### src/rtl/osc_voice_scheduler_pkg.sv
// Shared types and the phase-to-saw helper for the oscillator voice scheduler.
// Pure declarations; no latency, no flow control.
package osc_voice_scheduler_pkg;

    typedef enum logic [1:0] {IDLE_E, CALC_E, EMIT_E} state_t;

    // Wide enough for any phase width a caller is likely to instantiate.
    localparam int PHASE_MAX_C = 64;

    // Top saw_w bits of the phase with the MSB inverted: an unsigned ramp becomes a
    // two's-complement ramp centred on zero. Caller truncates to saw_w bits.
    function automatic logic [PHASE_MAX_C-1:0] saw_from_phase(
        input logic [PHASE_MAX_C-1:0] phase,
        input int                     phase_w,
        input int                     saw_w
    );
        logic [PHASE_MAX_C-1:0] msbs;
        msbs = phase >> (phase_w - saw_w);
        return msbs ^ (PHASE_MAX_C'(1) << (saw_w - 1));
    endfunction

endpackage

### src/rtl/osc_voice_bank.sv
// Per-voice increment/enable/phase storage: one config write port, one phase RMW port.
// Reads are combinational; writes land on the next clk edge; no backpressure.
// Out-of-range voice indices read as zero and are dropped on write.
module osc_voice_bank
    import osc_voice_scheduler_pkg::*;
#(
    parameter int NR_OF_VOICES_P = 4,
    parameter int VOICE_WIDTH_P  = $clog2(NR_OF_VOICES_P),
    parameter int PHASE_WIDTH_P  = 24
) (
    input  logic                     clk,
    input  logic                     rst,
    input  logic                     cfg_wr,
    input  logic [VOICE_WIDTH_P-1:0] cfg_voice,
    input  logic [PHASE_WIDTH_P-1:0] cfg_increment,
    input  logic                     cfg_enable,
    input  logic [VOICE_WIDTH_P-1:0] rmw_voice,
    output logic [PHASE_WIDTH_P-1:0] rmw_phase,
    output logic [PHASE_WIDTH_P-1:0] rmw_increment,
    output logic                     rmw_enable,
    input  logic                     rmw_wr,
    input  logic [PHASE_WIDTH_P-1:0] rmw_phase_new
);

    logic [PHASE_WIDTH_P-1:0]  increment_q [NR_OF_VOICES_P];
    logic [PHASE_WIDTH_P-1:0]  increment_d [NR_OF_VOICES_P];
    logic [PHASE_WIDTH_P-1:0]  phase_q     [NR_OF_VOICES_P];
    logic [PHASE_WIDTH_P-1:0]  phase_d     [NR_OF_VOICES_P];
    logic [NR_OF_VOICES_P-1:0] enable_q;
    logic [NR_OF_VOICES_P-1:0] enable_d;

    logic cfg_hit;
    logic rmw_hit;

    assign cfg_hit = int'(cfg_voice) < NR_OF_VOICES_P;
    assign rmw_hit = int'(rmw_voice) < NR_OF_VOICES_P;

    assign rmw_phase     = rmw_hit ? phase_q[rmw_voice]     : '0;
    assign rmw_increment = rmw_hit ? increment_q[rmw_voice] : '0;
    assign rmw_enable    = rmw_hit ? enable_q[rmw_voice]    : 1'b0;

    always_comb begin
        increment_d = increment_q;
        enable_d    = enable_q;
        phase_d     = phase_q;
        if (cfg_wr && cfg_hit) begin
            increment_d[cfg_voice] = cfg_increment;
            enable_d[cfg_voice]    = cfg_enable;
        end
        if (rmw_wr && rmw_hit) begin
            phase_d[rmw_voice] = rmw_phase_new;
        end
    end

    always_ff @(posedge clk) begin
        if (rst) begin
            increment_q <= '{default: '0};
            phase_q     <= '{default: '0};
            enable_q    <= '0;
        end else begin
            increment_q <= increment_d;
            phase_q     <= phase_d;
            enable_q    <= enable_d;
        end
    end

endmodule

### src/rtl/osc_voice_scheduler.sv
// Time-multiplexes one sawtooth phase accumulator across all voices, one frame per smp_tick.
// Latency: tick sampled at edge t gives voice 0 valid after edge t+1; 2 cycles per voice.
// Backpressure: osc_valid/voice/saw hold while !osc_ready; ticks arriving mid-frame are dropped.
module osc_voice_scheduler
    import osc_voice_scheduler_pkg::*;
#(
    parameter int NR_OF_VOICES_P = 4,
    parameter int VOICE_WIDTH_P  = $clog2(NR_OF_VOICES_P),
    parameter int PHASE_WIDTH_P  = 24,
    parameter int SAW_WIDTH_P    = 16
) (
    input  logic                     clk,
    input  logic                     rst,
    input  logic                     smp_tick,
    input  logic                     cfg_valid,
    output logic                     cfg_ready,
    input  logic [VOICE_WIDTH_P-1:0] cfg_voice,
    input  logic [PHASE_WIDTH_P-1:0] cfg_increment,
    input  logic                     cfg_enable,
    output logic                     osc_valid,
    input  logic                     osc_ready,
    output logic [VOICE_WIDTH_P-1:0] osc_voice,
    output logic [SAW_WIDTH_P-1:0]   osc_saw,
    output logic                     busy,
    output logic                     sample_overrun
);

    state_t                   state_q, state_d;
    logic [VOICE_WIDTH_P-1:0] voice_q, voice_d;
    logic                     osc_valid_q, osc_valid_d;
    logic [VOICE_WIDTH_P-1:0] osc_voice_q, osc_voice_d;
    logic [SAW_WIDTH_P-1:0]   osc_saw_q, osc_saw_d;
    logic                     sample_overrun_q, sample_overrun_d;

    logic [PHASE_WIDTH_P-1:0] rd_phase;
    logic [PHASE_WIDTH_P-1:0] rd_increment;
    logic                     rd_enable;
    logic                     phase_wr;
    logic [PHASE_WIDTH_P-1:0] phase_new;

    // The tick term keeps a config write from racing the first phase read of a new frame.
    assign cfg_ready      = (state_q == IDLE_E) && !smp_tick;
    assign busy           = (state_q != IDLE_E);
    assign osc_valid      = osc_valid_q;
    assign osc_voice      = osc_voice_q;
    assign osc_saw        = osc_saw_q;
    assign sample_overrun = sample_overrun_q;

    osc_voice_bank #(
        .NR_OF_VOICES_P (NR_OF_VOICES_P),
        .VOICE_WIDTH_P  (VOICE_WIDTH_P),
        .PHASE_WIDTH_P  (PHASE_WIDTH_P)
    ) u_bank (
        .clk           (clk),
        .rst           (rst),
        .cfg_wr        (cfg_valid && cfg_ready),
        .cfg_voice     (cfg_voice),
        .cfg_increment (cfg_increment),
        .cfg_enable    (cfg_enable),
        .rmw_voice     (voice_q),
        .rmw_phase     (rd_phase),
        .rmw_increment (rd_increment),
        .rmw_enable    (rd_enable),
        .rmw_wr        (phase_wr),
        .rmw_phase_new (phase_new)
    );

    always_comb begin
        state_d          = state_q;
        voice_d          = voice_q;
        osc_valid_d      = osc_valid_q;
        osc_voice_d      = osc_voice_q;
        osc_saw_d        = osc_saw_q;
        phase_wr         = 1'b0;
        phase_new        = '0;
        sample_overrun_d = smp_tick && (state_q != IDLE_E);

        case (state_q)
            IDLE_E: begin
                if (smp_tick) begin
                    state_d = CALC_E;
                    voice_d = '0;
                end
            end
            CALC_E: begin
                // Disabled voices are parked at phase zero so re-enabling restarts cleanly.
                if (rd_enable) begin
                    phase_new = rd_phase + rd_increment;
                    osc_saw_d = SAW_WIDTH_P'(saw_from_phase(PHASE_MAX_C'(phase_new),
                                                            PHASE_WIDTH_P, SAW_WIDTH_P));
                end else begin
                    osc_saw_d = '0;
                end
                phase_wr    = 1'b1;
                osc_voice_d = voice_q;
                osc_valid_d = 1'b1;
                state_d     = EMIT_E;
            end
            EMIT_E: begin
                if (osc_ready) begin
                    osc_valid_d = 1'b0;
                    if (voice_q == VOICE_WIDTH_P'(NR_OF_VOICES_P - 1)) begin
                        state_d = IDLE_E;
                    end else begin
                        voice_d = voice_q + 1'b1;
                        state_d = CALC_E;
                    end
                end
            end
            default: state_d = IDLE_E;
        endcase
    end

    always_ff @(posedge clk) begin
        if (rst) begin
            state_q          <= IDLE_E;
            voice_q          <= '0;
            osc_valid_q      <= 1'b0;
            osc_voice_q      <= '0;
            osc_saw_q        <= '0;
            sample_overrun_q <= 1'b0;
        end else begin
            state_q          <= state_d;
            voice_q          <= voice_d;
            osc_valid_q      <= osc_valid_d;
            osc_voice_q      <= osc_voice_d;
            osc_saw_q        <= osc_saw_d;
            sample_overrun_q <= sample_overrun_d;
        end
    end

endmodule

### config.mk
export PLATFORM = sky130hd
export DESIGN_NAME = osc_voice_scheduler
export DESIGN_NICKNAME = d
export VERILOG_FILES = /design/src/rtl/osc_voice_scheduler_pkg.sv /design/src/rtl/osc_voice_bank.sv /design/src/rtl/osc_voice_scheduler.sv
export SDC_FILE = /design/constraint.sdc
export NUM_CORES = 1
export LEC_CHECK = 0
export ABC_AREA = 1
export CELL_PAD_IN_SITES_DETAIL_PLACEMENT = 1
export CELL_PAD_IN_SITES_GLOBAL_PLACEMENT = 1
export CORE_AREA = 2 2 149 151
export CTS_BUF_LIST = sky130_fd_sc_hd__clkbuf_8
export DETAILED_ROUTE_END_ITERATION = 7
export DIE_AREA = 0 0 151 153
export PLACE_DENSITY_LB_ADDON = 0.1
export SLEW_MARGIN = 20
export SYNTH_ARGS = -nofsm -noshare
export SYNTH_HDL_FRONTEND = slang
export SYNTH_SLANG_ARGS = --single-unit
export TNS_END_PERCENT = 20
### constraint.sdc
create_clock -name clk -period 4.5 [get_ports clk]
set_input_delay 0.45 -clock clk [delete_from_list [all_inputs] [get_ports clk]]
set_output_delay 0.45 -clock clk [all_outputs]
set_load 0.01 [all_outputs]
=== Word level (Yosys, flattened, before mapping) ===
Cells that the tools add are included.

* Output and inout bits: 22
* Flip-flop bits (word level): 220

* Eq/ne operators: 6
* $lt $le $gt $ge: 7
* Multiplexer cells: 31
* Reduce and logical (&&, ||, !) cells: 14
* Add/subtract/negate cells: 2
* Bitwise operators: 3

{| class="wikitable"
|+ Operators with widths
! operator !! number
|-
| 96-bit bitwise mux || 2
|-
| 24-bit two-way mux || 8
|-
| 24-bit binary-select mux with 2-bit select || 2
|-
| 24-bit demux with 2-bit select || 2
|-
| 24-bit adder || 1
|-
| 16-bit two-way mux || 1
|-
| 2-bit two-way mux || 5
|-
| 3-bit greater-or-equal comparator (second input constant) || 2
|-
| 1-bit logical AND || 6
|-
| 2-bit by 3-bit less-than comparator with 1-bit output (second input constant) || 2
|-
| 3-bit by 1-bit less-than comparator with 1-bit output (second input constant) || 2
|-
| 2-bit != test (second input constant) || 3
|-
| 2-bit inverter with 3-bit output || 2
|-
| 2-bit one-hot mux with 3 select lines || 1
|-
| 2-bit nonzero test || 3
|-
| 1-bit two-way mux || 5
|-
| 4-bit bitwise mux || 1
|-
| 2-bit == test (second input constant) || 2
|-
| 2-bit one-hot mux with 2 select lines || 1
|-
| 2-bit AND reduction || 2
|-
| 4-bit AND reduction || 1
|-
| 2-bit by 1-bit adder with 2-bit output (second input constant) || 1
|-
| 1-bit binary-select mux with 2-bit select || 1
|-
| 1-bit demux with 2-bit select || 1
|-
| other kinds (6) || 6
|}

=== Logic depth before layout (Yosys ltp) ===
Gate-level depths: netlist of run 1.

* Word-level depth: 8
* Gate-level depth with buffers: 19

=== Hierarchy ===
Synthesis of run 1 repeated with hierarchy kept, for this count alone.

* Cell total of the unflattened synthesis: 2038
* Area, all modules: 12303.0 um^2

{| class="wikitable"
|+ By module, submodules not included
! module !! cells each !! area each (um^2) !! instances
|-
| osc_voice_bank || 1544 || 9529.1 || 1
|-
| osc_voice_scheduler || 494 || 2773.9 || 1
|}

=== Worst setup path before layout of run 1 ===
Ideal clock, no wire load.

* Kind: register to register
* Start point: reg voice_q[0]
* End point: reg osc_saw_q[2] (netlist: osc_saw[2])
* Cell stages (with the launch flop): 17
* Data required time: 4.362 ns
* Path buffers: 3
* Arrival: 2.506 ns
* Library setup time: 0.138 ns
* Clock period less this slack: 2.644 ns
* Slack: 1.856 ns
* Cells stage by stage: dfxtp_1 -> buf_6 -> inv_4 -> buf_2 -> clkbuf_1 -> nor2_1 -> o22ai_1 -> ha_1 -> fa_1 -> nand2_1 -> nand3_1 -> nand3_1 -> nand2_1 -> nand2_1 -> nand2_1 -> o21ai_0 -> a21oi_1

* Word-level cells in the longest chain between the ends: 6

{| class="wikitable"
|+ Ends and longest elaborated chain
! what !! line !! text
|-
| start: declaration || osc_voice_scheduler.sv:29 || <nowiki>logic [VOICE_WIDTH_P-1:0] voice_q, voice_d;</nowiki>
|-
| start signal: assignment || osc_voice_scheduler.sv:124 || <nowiki>voice_q <= voice_d;</nowiki>
|-
| 2-bit inverter with 3-bit output (not written as such) || osc_voice_bank.sv:38, osc_voice_bank.sv:39 ||
|-
| 24-bit binary-select mux with 2-bit select (on tied branches) || osc_voice_bank.sv:38, osc_voice_bank.sv:39 ||
|-
| 24-bit two-way mux (on tied branches) (2 in series) || osc_voice_bank.sv:38, osc_voice_bank.sv:39 ||
|-
| 24-bit adder || osc_voice_scheduler.sv:88 || <nowiki>phase_new = rd_phase + rd_increment;</nowiki>
|-
| 16-bit two-way mux * || osc_voice_scheduler.sv:87 || <nowiki>if (rd_enable) begin</nowiki>
|-
| end signal: assignment || osc_voice_scheduler.sv:127 || <nowiki>osc_saw_q <= osc_saw_d;</nowiki>
|-
| end: declaration || osc_voice_scheduler.sv:32 || <nowiki>logic [SAW_WIDTH_P-1:0] osc_saw_q, osc_saw_d;</nowiki>
|}

Every way passes the cells marked *; elsewhere a longest branch is shown, timed or not. The select of a mux whose other input is x is not followed.
A chain may end at the register's enable or synchronous reset.

=== Worst setup path after layout of run 1 ===
* Start point: reg voice_q[1]
* End point: reg osc_saw_q[13] (netlist: osc_saw[13])

Same word-level chain as after synthesis.

==> results_dict.tcl, run 1 <==
set metrics [dict create \
    worstPathCellList "inv_1, buf_4, o21ai_0, o22ai_1, ha_1, nand2_1, inv_1, nand2_1, nor3_1, nand3_1, nand4_1, nand3_4, a21oi_2" \
    fin_worst_skew_ns 0.0168 \
    power_uw 4260 \
    syn_to_final_growth_pct 13.0 \
    drt-initial-drc-count 548 \
    io_buffers 53 \
    start_util_pct 48.4 \
    cts_made_buffers 39 \
    max_freq_mhz 309 \
    cap_violations 0 \
    synth_top_flop_cell "dfxtp_1" \
    post-route-min-period_ns 3.24 \
    layout_commonest_cell "nor2_1" \
    arrival_ns 3.70 \
    grt_overflow 0 \
    drt_pre_antenna_iters 5 \
    grt_pass1_wl_mm 55.2 \
    cts_tree "built" \
    hold_depth 2 \
    start_kind "register" \
    hold_class "reg -> reg" \
    ctsHtreeMaxLevel 2 \
    cp.required_ns 4.97 \
    clock_sinks 220 \
    synth_cell_types 36 \
    nets 1552 \
    cts_buffer_depth 3 \
    final_cell_mix "320 x nor2_1, 278 x o21ai_0, 219 x dfxtp_1, 171 x nand2_1, 138 x a21oi_1" \
    die_area_um2 23100 \
    clock_latency_ns 0.54 \
    critical_path.max_fanout 17 \
    cp_slowest_cell "inv_1" \
    wl_per_cell_um 18.8 \
    clk_pin_slew_ns 0.06 \
    syn_inst 1472 \
    fin_crit_sh_pct 71.9 \
    worst-path-stages 13 \
    drc 0 \
    core_area_um2 21500 \
    synth_nets 1532 \
    hpwl_mm 21.6 \
    place_area_um2 11000 \
    synth_seq_cells 220 \
    maxSlewViolCount 0 \
    r2r.worst_path.cells 13 \
    fin_ws_ns 1.26 \
    p_leak_uw 0.00509 \
    cts.repair.resized 0 \
    postRouteAntennaNets 0 \
    synthArstFlopShare_pct 0 \
    cts_root_buffer "clkbuf_8" \
    wirelength_mm 33.8 \
    report.final.hold_viol_count 0 \
    syn_area_um2 10400 \
    cpPeakStageDelay_ns 0.43 \
    synth-edff-count 0 \
    powerDensity_nw_per_um2 363 \
    dp_worst_setup_slack_ns 1.37 \
    antenna_found_initial 1 \
    cts_setup_buffers 0 \
    place_congestion 0.869 \
    vias 10300 \
    grt_max_degree 119 \
    placementRows 54 \
    rsz0062_at_grt "false" \
    peakVddDrop_uv 222 \
    worst-setup-path-type "reg -> reg" \
    status "completed" \
    drive_gt1_share_pct 7.24 \
    hold_ws_ns 0.463 \
    crit_path_end_kind "register" \
    cts_hold_buffers 0 \
    slew_headroom_pct 30.9 \
    die_w_um 151 \
    final_area_um2 11800 \
    grt_pass1_vias 10900 \
    final-setup-viol-count 0 \
    cpLargestDelayFamily "simple AND/OR/NAND/NOR gates" \
    via_per_inst 5.74 \
    tns_ns 0 \
    syn_avg_cell_area_um2 7.07 \
    die_h_um 153 \
    crit_buf_inv 3 \
    fillers 2802 \
    track_usage_pct 29.6 \
    num_io_pins 54 \
    synth_warnings 0 \
    worst_pin_slew_ns 1.04 \
    yosysSeqAreaShare_pct 42.3 \
]
[cells in the mapped netlist, types with 4 or more instances]
cell type | count | area share, %
dfxtp_1 | 220 | 42
o21bai_1 | 5 | 0.36
o21ai_0 | 278 | 13
o22ai_1 | 48 | 2.9
nor2_2 | 6 | 0.36
a21oi_1 | 138 | 6.6
clkbuf_1 | 64 | 2.3
a21oi_2 | 8 | 0.67
nand3_1 | 28 | 1.3
buf_6 | 11 | 1.2
buf_2 | 12 | 0.58
nand2_1 | 171 | 6.2
nor2_1 | 320 | 12
nand2_2 | 8 | 0.48
ha_1 | 27 | 3.2
nor3_4 | 4 | 0.63
nor3_1 | 4 | 0.19
nand4_1 | 7 | 0.42
o21ai_1 | 11 | 0.53
inv_1 | 73 | 2.6
inv_2 | 8 | 0.29
[cells by family (layout without fill, tap and decap cells)]
logic type      after synthesis  count (layout)  synth area share, %
fa+ha+maj                    28              28                 3.44
buf+inv                     173             220                 7.24
other cells                   0               1                    0
flops                       220             220                 42.3
simple gates                557             557                 22.0
compound gates              490             490                 24.6
xor+xnor                      4               4                0.337
[cell type report]
cell class                      instances  area, um^2  share of cell area [%]
Multi-Input combinational cell       1079        5250                    44.6
Sequential cell                       220        4410                    37.5
Timing Repair Buffer                   69         688                    5.86
Clock buffer                           45         619                    5.27
Tap cell                              280         350                    2.98
Inverter                               83         317                    2.69
Clock inverter                         23         123                    1.04
Antenna cell                            1        2.50                  0.0213
[path summary, 6_finish.rpt]
| check | start | endpoint | slack (ns) |
|---|---|---|---|
| worst min register to register | u_bank.phase_q[26] | u_bank.phase_q[26] | 0.46 |
| worst max register to register | voice_q[1] | osc_saw[13] | 1.26 |
| worst max-delay path | voice_q[1] | osc_saw[13] | 1.26 |
| worst min-delay path | u_bank.phase_q[26] | u_bank.phase_q[26] | 0.46 |
[report_power, final]
| group | switching [uW] | internal [uW] | total, uW |
|---|---|---|---|
| combinational | 284 | 143 | 426 |
| clock | 835 | 965 | 1800 |
| sequential | 29.1 | 2000 | 2030 |
[flip-flops by register name, summed over array words and instances, names as in the netlist]
register,flops
osc_saw,16
sample_overrun,1
u_bank.increment_q,96
u_bank.phase_q,96
osc_voice,2
osc_valid,1
state_q,2
u_bank.enable_q,4
voice_q,2
[routing by layer]
metal	vias to the layer above	global-route usage, %	wire length (um)
met5	-	0	0
met4	0	9.88	1010
met3	80	5.10	1510
met2	219	50.8	16400
met1	5064	37.5	15000
li1	4968	-	-
[worst min-delay path: stages, from the launching register on]
cell and delay (ns):
dfxtp_1 0.30, nand2_1 0.06, a21oi_1 0.06
[per-stage QoR]
stage | instances | utilization [%]
global route | 1799 | 54.7
CTS | 1799 | 54.7
global placement | 1731 | 51.2
floorplan | 1472 | -
finish | 1800 | 54.7
detailed placement | 1731 | 51.2
No activity file was read; power rests on OpenSTA's default activity.
==> run 2: changes to the inputs <==
CORE_AREA = 2 2 156 158   (was 2 2 149 151)
DIE_AREA = 0 0 158 160   (was 0 0 151 153)
clock period = 3.3 ns   (was 4.5 ns; I/O delays follow)
==> run 2 against run 1 <==
- critical path depth rose by 1
- clock-buffer cell count rose by 3
- critical path type unchanged
- global-route usage fell by 3.5 points
- non-clock buffer count rose by 8
- combinational power rose by 36%
- core utilization fell by 4.3 points
- first-iteration DRC count fell by 20%
- sequential share of layout area fell by 0.77 points
- largest cell class unchanged
- wire length fell by 3.3%
- total power rose by 41%
- final cell count rose by 3.1%
- via count fell by 2.8%
==> results_dict.tcl, run 2 (synthesis results as in run 1) <==
set metrics [dict create \
    status "completed" \
    worst_pin_slew_ns 0.781 \
    cts_tree "built" \
    crit_buf_inv 2 \
    grt_pass1_vias 10200 \
    cpLargestDelayFamily "compound AO/OA/AOI/OAI gates" \
    cts.repair.resized 0 \
    die_h_um 160 \
    drt_pre_antenna_iters 4 \
    drc 0 \
    track_usage_pct 26.1 \
    wirelength_mm 32.7 \
    cts_buffer_depth 3 \
    clk_pin_slew_ns 0.06 \
    fin_ws_ns 0.326 \
    report.final.hold_viol_count 0 \
    num_io_pins 54 \
    start_util_pct 43.7 \
    worstPathCellList "buf_12, buf_12, o21ai_0, o22ai_1, ha_1, fa_1, nand2_1, nand3_1, nand2_1, o21bai_1, nand2_1, nand3_1, nand3_1, a21oi_1" \
    cp.required_ns 3.77 \
    drt-initial-drc-count 438 \
    clock_sinks 220 \
    crit_path_end_kind "register" \
    antenna_found_initial 3 \
    drive_gt1_share_pct 8.03 \
    tns_ns 0 \
    p_leak_uw 0.00520 \
    vias 10000 \
    via_per_inst 5.41 \
    fin_crit_sh_pct 90.1 \
    fin_util_pct 50.4 \
    arrival_ns 3.45 \
    cts_setup_buffers 0 \
    grt_overflow 0 \
    clock_latency_ns 0.56 \
    cts_root_buffer "clkbuf_8" \
    cpPeakStageDelay_ns 0.39 \
    ctsHtreeMaxLevel 2 \
    post-route-min-period_ns 2.97 \
    nets 1562 \
    hpwl_mm 21.3 \
    fin_worst_skew_ns 0.0232 \
    place_congestion 0.865 \
    postRouteAntennaNets 0 \
    max_freq_mhz 336 \
    rsz0062_at_grt "false" \
    layout_commonest_cell "nor2_1" \
    cts_hold_buffers 0 \
    cts_made_buffers 41 \
    wl_per_cell_um 17.6 \
    placementRows 57 \
    hold_class "in -> reg" \
    dp_worst_setup_slack_ns 0.350 \
    slew_headroom_pct 47.9 \
    syn_to_final_growth_pct 15.4 \
    final-setup-viol-count 0 \
    maxSlewViolCount 0 \
    die_area_um2 25300 \
    cap_violations 0 \
    io_buffers 53 \
    die_w_um 158 \
    core_area_um2 23800 \
    cp_slowest_cell "o21bai_1" \
    peakVddDrop_uv 386 \
    grt_pass1_wl_mm 53.1 \
    start_kind "register" \
    critical_path.max_fanout 41 \
    hold_ws_ns 0.456 \
    powerDensity_nw_per_um2 500 \
    final_cell_mix "320 x nor2_1, 278 x o21ai_0, 218 x dfxtp_1, 171 x nand2_1, 138 x a21oi_1" \
    worst-setup-path-type "reg -> reg" \
    grt_max_degree 184 \
]
## run 2: final timing paths
kind,from,depth (start not counted),slack [ns],end
max,voice_q[0],14,0.33,u_bank.phase_q[88]
min,cfg_increment[13],3,0.46,u_bank.increment_q[37]
max reg2reg,voice_q[0],14,0.33,u_bank.phase_q[88]
min reg2reg,osc_saw[9],2,0.46,osc_saw[9]
## run 2: tightest hold or removal path: cells and delay by family
family	cells	cell delay, ns
buffers and inverters	1	0.47
AND/OR/NAND/NOR	2	0.17
## run 2: final cells by class
class / instances / area (um^2)
multi-input cells: 1079 / 5250
fillers: 3080 / 11800
repair buffers: 77 / 811
well taps: 324 / 405
clock buffers: 48 / 661
inverters: 83 / 317
flip-flops and latches: 220 / 4410
diodes: 1 / 2.50
clock inverters: 24 / 158
## run 2: stage by stage
step	instance area, um^2	cells	total power, uW
2_1_floorplan	10400	1472	3190
3_3_place_gp	11200	1783	3390
3_5_place_dp	11200	1783	3410
4_1_cts	12000	1855	6070
5_1_grt	12000	1855	6270
6_report	12000	1856	6010
## run 2: report_power, final
group / total (uW) / switching, uW / internal [uW]
clock network: 2660 / 1180 / 1480
logic: 580 / 382 / 197
registers: 2770 / 39.3 / 2730
## run 2: routing by layer
metal  track usage, %  wire [um]  up-vias
met5                0         12        -
met4             6.84        703        2
met3             4.37       1150       58
met2             44.6      15700      167
met1             34.0      15200     4827
li1                 -          -     4989
